===== src/rtl/addsub_arbiter.sv =====
// addsub_arbiter
//   Round-robin arbiter that shares one WIDTH-bit adder-subtractor between two
//   requesters. Each accepted operation is computed in the same cycle and
//   registered, with carry and signed-overflow flags, into a single-entry
//   output buffer. That buffer is held until the consumer takes it. A new
//   operation may be accepted in the same cycle the held result is drained.
//
// Ports
//   clk, rst_n                 clock, asynchronous active-low reset
//   req{0,1}_valid/_ready      requester handshake
//   req{0,1}_sub               0 = a + b, 1 = a - b
//   req{0,1}_a/_b              operands
//   res_valid/res_ready        result handshake
//   res_sum                    result modulo 2^WIDTH
//   res_cout                   carry out of the MSB (subtract: 1 = no borrow)
//   res_ovf                    two's-complement signed overflow
//   res_id                     index of the requester that issued the result
module addsub_arbiter #(
  parameter int WIDTH = 4
) (
  input  logic             clk,
  input  logic             rst_n,
  input  logic             req0_valid,
  output logic             req0_ready,
  input  logic             req0_sub,
  input  logic [WIDTH-1:0] req0_a,
  input  logic [WIDTH-1:0] req0_b,
  input  logic             req1_valid,
  output logic             req1_ready,
  input  logic             req1_sub,
  input  logic [WIDTH-1:0] req1_a,
  input  logic [WIDTH-1:0] req1_b,
  output logic             res_valid,
  input  logic             res_ready,
  output logic [WIDTH-1:0] res_sum,
  output logic             res_cout,
  output logic             res_ovf,
  output logic             res_id
);

  typedef enum logic {
    EMPTY = 1'b0,
    FULL  = 1'b1
  } state_t;

  state_t           state, state_next;
  logic             last_grant;
  logic             winner;
  logic             can_accept;
  logic             accept;
  logic             sel_sub;
  logic [WIDTH-1:0] sel_a, sel_b, b_eff, sum;
  logic             cout, ovf;

  // The buffer can take a new operation when it is empty or is being drained
  // on this same edge.
  assign can_accept = (state == EMPTY) || res_ready;

  // Arbitration: a lone requester wins outright; under contention the
  // requester that was not granted last wins. No lock is held across cycles.
  always_comb begin
    // NOTE: every variable assigned in always_comb gets a default first so
    // that no path leaves it unassigned and infers a latch.
    winner = 1'b0;
    if (req0_valid && req1_valid) winner = ~last_grant;
    else if (req1_valid)          winner = 1'b1;
  end

  assign req0_ready = can_accept && (winner == 1'b0);
  assign req1_ready = can_accept && (winner == 1'b1);
  assign accept     = (req0_valid && req0_ready) || (req1_valid && req1_ready);

  // Shared datapath: subtract is a + ~b + 1.
  assign sel_sub       = winner ? req1_sub : req0_sub;
  assign sel_a         = winner ? req1_a   : req0_a;
  assign sel_b         = winner ? req1_b   : req0_b;
  assign b_eff         = sel_b ^ {WIDTH{sel_sub}};
  assign {cout, sum}   = {1'b0, sel_a} + {1'b0, b_eff} + {{WIDTH{1'b0}}, sel_sub};
  // Overflow: both effective operands share a sign that the result does not.
  assign ovf           = (sel_a[WIDTH-1] == b_eff[WIDTH-1]) &&
                         (sum[WIDTH-1] != sel_a[WIDTH-1]);

  always_comb begin
    state_next = state;
    if (accept)         state_next = FULL;
    else if (res_ready) state_next = EMPTY;
  end

  // NOTE: sequential state uses non-blocking assignments so every register
  // samples values from before the edge, independent of statement order.
  always_ff @(posedge clk or negedge rst_n) begin
    if (!rst_n) begin
      state      <= EMPTY;
      last_grant <= 1'b1;
    end else begin
      state <= state_next;
      if (accept) last_grant <= winner;
    end
  end

  // Result registers are cleared by reset so a discarded result never shows
  // up on the outputs. On a plain drain they keep their last values.
  always_ff @(posedge clk or negedge rst_n) begin
    if (!rst_n) begin
      res_sum  <= '0;
      res_cout <= 1'b0;
      res_ovf  <= 1'b0;
      res_id   <= 1'b0;
    end else if (accept) begin
      res_sum  <= sum;
      res_cout <= cout;
      res_ovf  <= ovf;
      res_id   <= winner;
    end
  end

  assign res_valid = (state == FULL);

endmodule


===== config.mk =====
export PLATFORM = sky130hd
export DESIGN_NAME = addsub_arbiter
export DESIGN_NICKNAME = d
export VERILOG_FILES = /design/src/rtl/addsub_arbiter.sv
export SDC_FILE = /design/constraint.sdc
export NUM_CORES = 1
export LEC_CHECK = 0
export BUFFER_PORTS_ARGS = -buffer_cell sky130_fd_sc_hd__buf_2
export CORE_MARGIN = 4
export CORE_UTILIZATION = 47
export DETAILED_ROUTE_END_ITERATION = 10
export PLACE_DENSITY = 0.9
export SETUP_SLACK_MARGIN = 0.3
export SYNTH_ARGS = -nofsm -noshare
export SYNTH_HDL_FRONTEND = slang
export SYNTH_SLANG_ARGS = --single-unit

===== constraint.sdc =====
create_clock -name clk -period 4.5 [get_ports clk]
set_input_delay 0.9 -clock clk [delete_from_list [all_inputs] [get_ports clk]]
set_output_delay 0.9 -clock clk [all_outputs]
set_load 0.01 [all_outputs]

### After elaboration in Yosys (flattened, before gate mapping)

Cells that the tools add are included.

| word-level totals | value |
|---|---|
| register bits after elaboration | 9 |
| input bits | 23 |
| output and inout bits | 10 |
| logic and storage cells | 30 |

| cells by class | value |
|---|---|
| add/subtract/negate cells | 2 |
| eq/ne operators | 2 |
| multiplexer cells | 7 |
| bitwise operators | 4 |
| reduce and logical (&&, ||, !) cells | 9 |

Operator list:

| kind | count |
|---|---|
| 2-to-1 mux 4 bit | 2 |
| logical AND 1 bit | 6 |
| adder 4 x 4 -> 5 bit | 1 |
| adder 5 x 1 -> 5 bit | 1 |
| 2-to-1 mux 1 bit | 5 |
| bitwise XOR 4 bit | 1 |
| NOT 1 bit | 3 |
| logical OR 1 bit | 2 |
| nonzero test 2 bit | 1 |
| == test 1 bit | 1 |
| inequality test 1 bit | 1 |

### Depth between registers and ports, before layout

Gate-level depths: netlist of the first run.

| depth | value |
|---|---|
| depth in word-level cells | 8 |
| gate-level depth with buffers | 9 |
| depth with buffers taken out | 8 |

### Worst setup path before layout of the first run

Ideal clock, no wire load.

| timing | value |
|---|---|
| kind | in2reg |
| from | input port req1_valid |
| to | register res_ovf |
| library setup time | 0.134 ns |
| arrival time | 2.470 ns |
| required time | 4.366 ns |
| slack | 1.896 ns |
| cell stages on the path | 7 |
| path buffers | 1 |
| cells stage by stage | a21boi_2 > buf_2 > mux2_2 > ha_1 > a21oi_1 > o21a_1 > o211ai_1 |

| on the way | value |
|---|---|
| cells in the longest elaborated chain, start to end | 8 |
| elaborated cells on any way between the ends | 18 |
| those cells by class | add/sub (2); eq/ne (2); mux (5); bitwise (2); reduce/logical (7) |

RTL lines:

| what | line | source |
|---|---|---|
| start, declared | 28 | `input logic req1_valid,` |
| 2-to-1 mux 1 bit or logical AND 1 bit (tied branches) | 66, 65 |  |
| 2-to-1 mux 1 bit | 65 | `if (req0_valid && req1_valid) winner = ~last_grant;` |
| 2-to-1 mux 4 bit or 2-to-1 mux 1 bit (tied branches) | 76, 74 |  |
| bitwise XOR 4 bit | 77 | `assign b_eff = sel_b ^ {WIDTH{sel_sub}};` |
| adder 4 x 4 -> 5 bit | 78 | `assign {cout, sum} = {1'b0, sel_a} + {1'b0, b_eff} + {{WIDTH{1'b0}}, sel_sub};` |
| adder 5 x 1 -> 5 bit | 78 |  |
| inequality test 1 bit | 81 | `(sum[WIDTH-1] != sel_a[WIDTH-1]);` |
| logical AND 1 bit | 80 | `assign ovf = (sel_a[WIDTH-1] == b_eff[WIDTH-1]) &&` |
| end signal, assigned | 112 | `res_ovf <= ovf;` |
| end, declared | 37 | `output logic res_ovf,` |

Parallel ways exist; a longest one is shown, timed or not.
A chain may end at the register's enable or synchronous reset.

### Final worst setup path of the first run

| timing | value |
|---|---|
| from | input port req0_valid |
| to | output port req1_ready |

| on the way | value |
|---|---|
| cells in the longest elaborated chain, start to end | 3 |

RTL lines:

| what | line | source |
|---|---|---|
| start, declared | 23 | `input logic req0_valid,` |
| logical AND 1 bit | 65 |  |
| 2-to-1 mux 1 bit | 65 |  |
| logical AND 1 bit | 70 | `assign req1_ready = can_accept && (winner == 1'b1);` |
| end, declared | 29 | `output logic req1_ready,` |

Every way passes these cells.

==> results.md, run 1 <==
* Setup crit end kind: primary output
* Syn. warnings at 0
* Synth Net Count at 100
* Count leader, synth: nand2_1
* Lkg Pwr at roughly 0.43 nW
* Synth unique cells at 28
* Io pins at 33
* Vias in the first global route at between 600 and 700
* FMAX at 0.359 GHz
* Worst r2r path cells at 6
* Reg2Reg Setup Slack at 2150 ps
* Relative slew margins at 0.591
* Slowest cell on crit path: a21boi_2
* Per-cell routed wire length at 13.5 um
* Reg2reg start: last_grant
* DRC at 0
* Num Clock Sinks at 9
* Final setup margin at 1720 ps
* PortBufs at 32
* Post-synth EDFFs at 0
* Post-Syn Area at 672 sq um
* Setup_tns at 0 ps
* Final worst path period share at 0.618
* Layout area overhead at 29.8%
* P per Cell Area at 349 mW/mm^2
* CTS hold repair buffers at 0
* Initial Util at 0.510
* WHS at 473 ps
* Worst Path Arrival at 1880 ps
* Crit-path max FO at 14
* Most used cell, CP: buf_2
* Root Buffer: clkbuf_4
* R2r endpoint: res_sum[3]
* Initial DRC count at 8
* Dominant synthesized flop cell: dfrtp_1
* Worst Hold Depth at 2
* Nets at ~140
* Row cnt at 13
* Post-synth top area share at 0.298
* Gr usage total at 0.182
* CP Cell Sequence: buf_2 > a21boi_2 > and2_1 > buf_2
* Status: complete, no violations
* Seq cells post-synth at 9
* Final WL at 1660 um
* Largest net degree at the start of global routing at 15
* Avg Cell Area, Syn at a little over 9 sq um
* Worst path bufs/invs at 2
* Max-slew violation count at 0
* RePlAce Congestion at ~0.85
* Worst Path Required at 3600 ps
* Skew final at 1.84 ps
* Die X at 45.8 um
* Dpl hpwl at 1400 um
* Main area contributors after synthesis: dfrtp_1 (30%), xor2_1 (6.5%), ha_1 (5.6%), nand2_1 (5.6%), o21ai_0 (5.2%)
* Vias per cell at 5.33
* Type of origin of the critical path: input pin
* Clk buf depth at 2
* Total power at around 0.0003 W
* Crit-path max cell delay at 500 ps
* Hold path startpoint: res_sum[0]
* Unrepaired setup endpoints after global routing: no
* Via count at 655
* Total gr overflow at 0
* Post-synthesis sequential area ratio at 0.337
* Die Ht at around 46 um
* ANT cells at 0
* Max VDD drop at 232 uV
* Cell count after synthesis at between 70 and 80
* CTS H-tree lvls at 1
* Final Hold Viols at 0
* Worst Hold Class: register to register
* FFs w/ async S/R, synth at 1.00
* Largest delay contributor family on the critical path: compound AO/OA/AOI/OAI gates
* Initial antenna violation count at 0
* Pre-CTS setup slack at 1550 ps
* Post-CTS sizing at 0
* Top cells by count, synth: nand2_1 (10), dfrtp_1 (8), o21ai_0 (7)
* First-pass DRT Iterations at 4
* ANT nets after route at 0
* First-pass GRT wire length at around 2700 um
* Synth area leader: dfrtp_1
* Layout cells sized above 1 at 0.380
* Worst hold path endpoint: res_sum[0]
* Post-CTS setup buffer count at 0
* Clk slew on worst S/H paths at 60 ps
* Post-route minimum period at 2780 ps
* Worst skew pair latency at between 200 and 300 ps
* CTS tree: built
* Die area at 0.00210 sq mm
* Worst setup path category: input pin to primary output
* Num CTS Buffers at 3
* Core area at 0.00132 sq mm
* Worst slew pin tran at 610 ps
* Max Cap Viol at 0
* Final setup violation count at 0
==> sequential cells by signal, indices dropped and copies added (netlist names) <==
| register | count |
|---|---|
| res_cout | 1 |
| res_sum | 4 |
| res_valid | 1 |
| res_ovf | 1 |
| res_id | 1 |
| last_grant | 1 |
==> logic make-up after synthesis <==
family                   share of synthesized area
XOR/XNOR                                     0.117
AND/OR/NAND/NOR                              0.147
buffers and inverters                       0.0186
adder cells (fa/ha/maj)                     0.0857
AO/OA/AOI/OAI                                0.192
flip-flops                                   0.337
multiplexers                                 0.102
==> layout by cell type (no fill, tap or decap), types with 2 or more instances in the layout <==
| cell | netlist | routed |
|---|---|---|
| xnor2_1 | 4 | 4 |
| nor2_1 | 5 | 5 |
| o21ai_0 | 7 | 7 |
| mux2_2 | 3 | 3 |
| nand2_1 | 10 | 10 |
| buf_2 | 1 | 32 |
| a21oi_1 | 3 | 3 |
| o211ai_1 | 2 | 2 |
| ha_1 | 3 | 3 |
| clkbuf_4 | 0 | 3 |
| o2111ai_1 | 2 | 2 |
| nor2b_1 | 2 | 2 |
| nand2b_1 | 2 | 2 |
| mux2i_1 | 2 | 2 |
| inv_1 | 2 | 2 |
| xor2_1 | 5 | 5 |
| dfrtp_1 | 8 | 8 |
==> cell type report <==
| class | count | area [sq um] |
|---|---|---|
| multi-input combinational | 61 | 433 |
| tap | 15 | 18.8 |
| fill | 104 | 445 |
| sequential | 9 | 226 |
| inverter | 2 | 7.51 |
| timing repair buffer | 32 | 160 |
| clock buffer | 4 | 26.3 |
==> metrics by stage <==
step | cell area (sq um) | util | instances
global route | 872 | 0.662 | 123
floorplan | 672 | - | 73
detailed placement | 846 | 0.642 | 119
finish | 872 | 0.662 | 123
global placement | 846 | 0.642 | 119
CTS | 872 | 0.662 | 123
==> how the worst max path moves through the flow <==
stage | slack, ps | cells after the start | endpoint | startpoint
final | 1720 | 4 | req1_ready | req0_valid
after global routing | 1630 | 7 | res_sum[3] | req0_valid
after detailed placement | 1550 | 7 | res_sum[3] | req0_valid
after global placement | 1640 | 6 | res_sum[3] | req0_valid
after CTS | 1730 | 4 | req1_ready | req0_valid
after floorplan | 1900 | 7 | res_ovf | req1_valid
==> power by group <==
part	switching, W	internal [W]
sequential	0.0000105	0.000103
combinational	0.0000692	0.0000583
clock	0.0000295	0.0000343
total	0.000109	0.000195
==> routing by layer <==
layer | up-vias | global-route usage | share of wire
met1 | 290 | 0.214 | 0.37
met2 | 24 | 0.306 | 0.53
met4 | 0 | 0.0625 | 0.038
met3 | 12 | 0.0593 | 0.054
met5 | - | 0 | 0
li1 | 329 | - | -
==> worst reg2reg max path: cells and delay by family (launching register included) <==
family | cells | cell delay, ps
compound gates | 4 | 1090
fa+ha+maj | 1 | 340
flops | 1 | 380
mux | 1 | 400
Power figures use the tool's default switching activity.
==> run 2, diff against run 1 <==
CORE_UTILIZATION = 40   (was 47)
PLACE_DENSITY = 0.82   (was 0.9)
clock period = 2.4 ns   (was 4.5 ns; I/O delays follow)
==> run 2 against run 1 <==
Critical path depth rose by 1. Cell area rose by 4.4%. Largest cell class unchanged. Clock power rose by 96%. Non-clock buffer count rose by 2. Register-to-register slack got worse by 1700 ps. Sequential cell count did not move. Sequential power rose by 92%. Combinational power rose by 99%. Core utilization fell by 7.1 points. First-iteration DRC count did not move. Wire length rose by 15%. Count of clock-buffer cells in the layout did not move.
==> results.md, run 2 (synthesis gave the netlist of run 1 again) <==
* Fill count at 140 (was 104)
* ANT nets after route at 0 (unchanged)
* Status: complete, no violations (unchanged)
* PortBufs at 32 (unchanged)
* Most frequent cells in the layout: buf_2 (32), nand2_1 (10), dfrtp_1 (8) (unchanged)
* CTS tree: built (unchanged)
* Grt peak-use layer: met2 (unchanged)
* Final cell count without fillers at 127 (was 123)
* Crit-path max FO at 6 (was 14)
* Row cnt at 14 (was 13)
* Nets at 139 (was 136)
* Grt met2 use at 0.270 (was 0.306)
* First-pass GRT wire length at 2900 um (was 2690 um)
* Num CTS Buffers at 3 (unchanged)
* Clk buf depth at 2 (unchanged)
* Final setup violation count at 0 (unchanged)
* Setup crit end kind: register (was primary output)
* Max VDD drop at 322 uV (was 232 uV)
* Vias per cell at 5.56 (was 5.33)
* Max reg flops at 4 (unchanged)
* Num Clock Sinks at 9 (unchanged)
* Met1 Track Usage GR at 0.180 (was 0.214)
* ANT cells at 0 (unchanged)
* Crit-path max cell delay at 400 ps (was 500 ps)
* Root Buffer: clkbuf_4 (unchanged)
* P per Cell Area at 654 mW/mm^2 (was 349 mW/mm^2)
* Worst Path Required at 2580 ps (was 3600 ps)
* Total gr overflow at 0 (unchanged)
* CP Cell Sequence: a21boi_4 > mux2_2 > ha_1 > or3_1 > o211ai_1 (was buf_2 > a21boi_2 > and2_1 > buf_2)
* Final Hold Viols at 0 (unchanged)
* CTS H-tree lvls at 1 (unchanged)
* Core area at 0.00154 sq mm (was 0.00132 sq mm)
* Layout cells sized above 1 at 0.405 (was 0.380)
* Lkg Pwr at 0.450 nW (was 0.431 nW)
* Most common cell after layout, fill and taps aside: buf_2 (unchanged)
* Post-route minimum period at 1970 ps
* Largest net degree at the start of global routing at 15 (unchanged)
* Initial Util at 0.436 (was 0.510)
* Initial antenna violation count at 0 (unchanged)
* Worst skew pair latency at 270 ps (was 260 ps)
* Relative slew margins at 0.574 (was 0.591)
* Max-slew violation count at 0 (unchanged)
* Worst Path Arrival at 2160 ps (was 1880 ps)
* FMAX at 0.507 GHz
* Clk slew on worst S/H paths at 70 ps (was 60 ps)
* Unrepaired setup endpoints after global routing: no (unchanged)
* Cells after DPL at 120 (was 119)
* Layout area overhead at 35.6% (was 29.8%)
* Worst path bufs/invs at 0 (was 2)
* Skew final at 5.13 ps (was 1.84 ps)
* Per-cell routed wire length at 15.1 um (was 13.5 um)
* First-pass DRT Iterations at 4 (unchanged)
* Worst slew pin tran at 634 ps (was 610 ps)
* Die X at 49.0 um (was 45.8 um)
* Type of origin of the critical path: register (was input pin)
* Gr usage total at 0.156 (was 0.182)
* Final worst path period share at 0.822
* Largest register by flop count: res_sum (unchanged)
* Setup_tns at 0 ps (unchanged)
* DRC at 0 (unchanged)
* Die Ht at 49.0 um (was 45.8 um)
* Max Cap Viol at 0 (unchanged)
* Worst setup path category: register to register (was input pin to primary output)
* Initial DRC count at 8 (unchanged)
* Io pins at 33 (unchanged)
* Largest delay contributor family on the critical path: flip-flops (was compound AO/OA/AOI/OAI gates)
* RePlAce Congestion at 0.747 (was 0.855)
* Die area at 0.00240 sq mm (was 0.00210 sq mm)
* Via count at 706 (was 655)
* Final WL at 1920 um (was 1660 um)
* Dpl hpwl at 1510 um (was 1400 um)
* Slowest cell on crit path: dfstp_2 (was a21boi_2)
* M3 GR Usage at 0.0336 (was 0.0593)
* Worst Hold Class: input pin to async pin (was register to register)
* Vias in the first global route at 661 (was 632)
==> run 2: report_power, final <==
group,total (W),internal [W],switching (W)
clock network,0.000125,0.0000643,0.0000607
logic,0.000253,0.000118,0.000135
registers,0.000217,0.000192,0.0000247
total,0.000595,0.000375,0.000221
==> run 2: metal layers <==
metal / up-vias / share of wire / wire length (um)
li1: 338 / - / -
met1: 339 / 0.41 / 791
met2: 23 / 0.52 / 998
met3: 6 / 0.041 / 78
met4: 0 / 0.024 / 46
met5: - / 0 / 0
==> run 2: final timing paths <==
path / startpoint / end / slack (ps) / cells after the start
min: rst_n / res_ovf / 50 / 1
max in group asynchronous: rst_n / last_grant / 2090 / 1
min reg2reg: res_sum[1] / res_sum[1] / 490 / 2
max: last_grant / res_sum[3] / 430 / 5
min in group clk: req0_valid / last_grant / 480 / 2
max reg2reg: last_grant / res_sum[3] / 430 / 5
==> run 2: area by class of cell <==
type                       count  area (sq um)  area share
multi-input combinational     62           455       0.500
clock buffer                   4          26.3      0.0288
tap                           16          20.0      0.0220
timing repair buffer          34           175       0.192
inverter                       2          7.51     0.00824
sequential                     9           226       0.249
==> run 2: metrics by stage <==
step	power, W	area [sq um]	util	hold slack, ps	setup slack [ps]
2_1_floorplan	0.000368	686	-	184	332
3_3_place_gp	0.000449	858	0.557	341	130
3_5_place_dp	0.000463	858	0.557	346	83.2
4_1_cts	0.000587	885	0.574	61.7	302
5_1_grt	0.000636	911	0.591	63.8	312
6_report	0.000595	911	0.591	51.3	426
==> run 2: timing repair <==
| item | 4_1_cts | 5_1_grt |
|---|---|---|
| gates resized for setup | 0 | 1 |
| setup buffers | 0 | 2 |
| setup endpoints to repair | 0 | 4 |
| hold buffers | 0 | 0 |
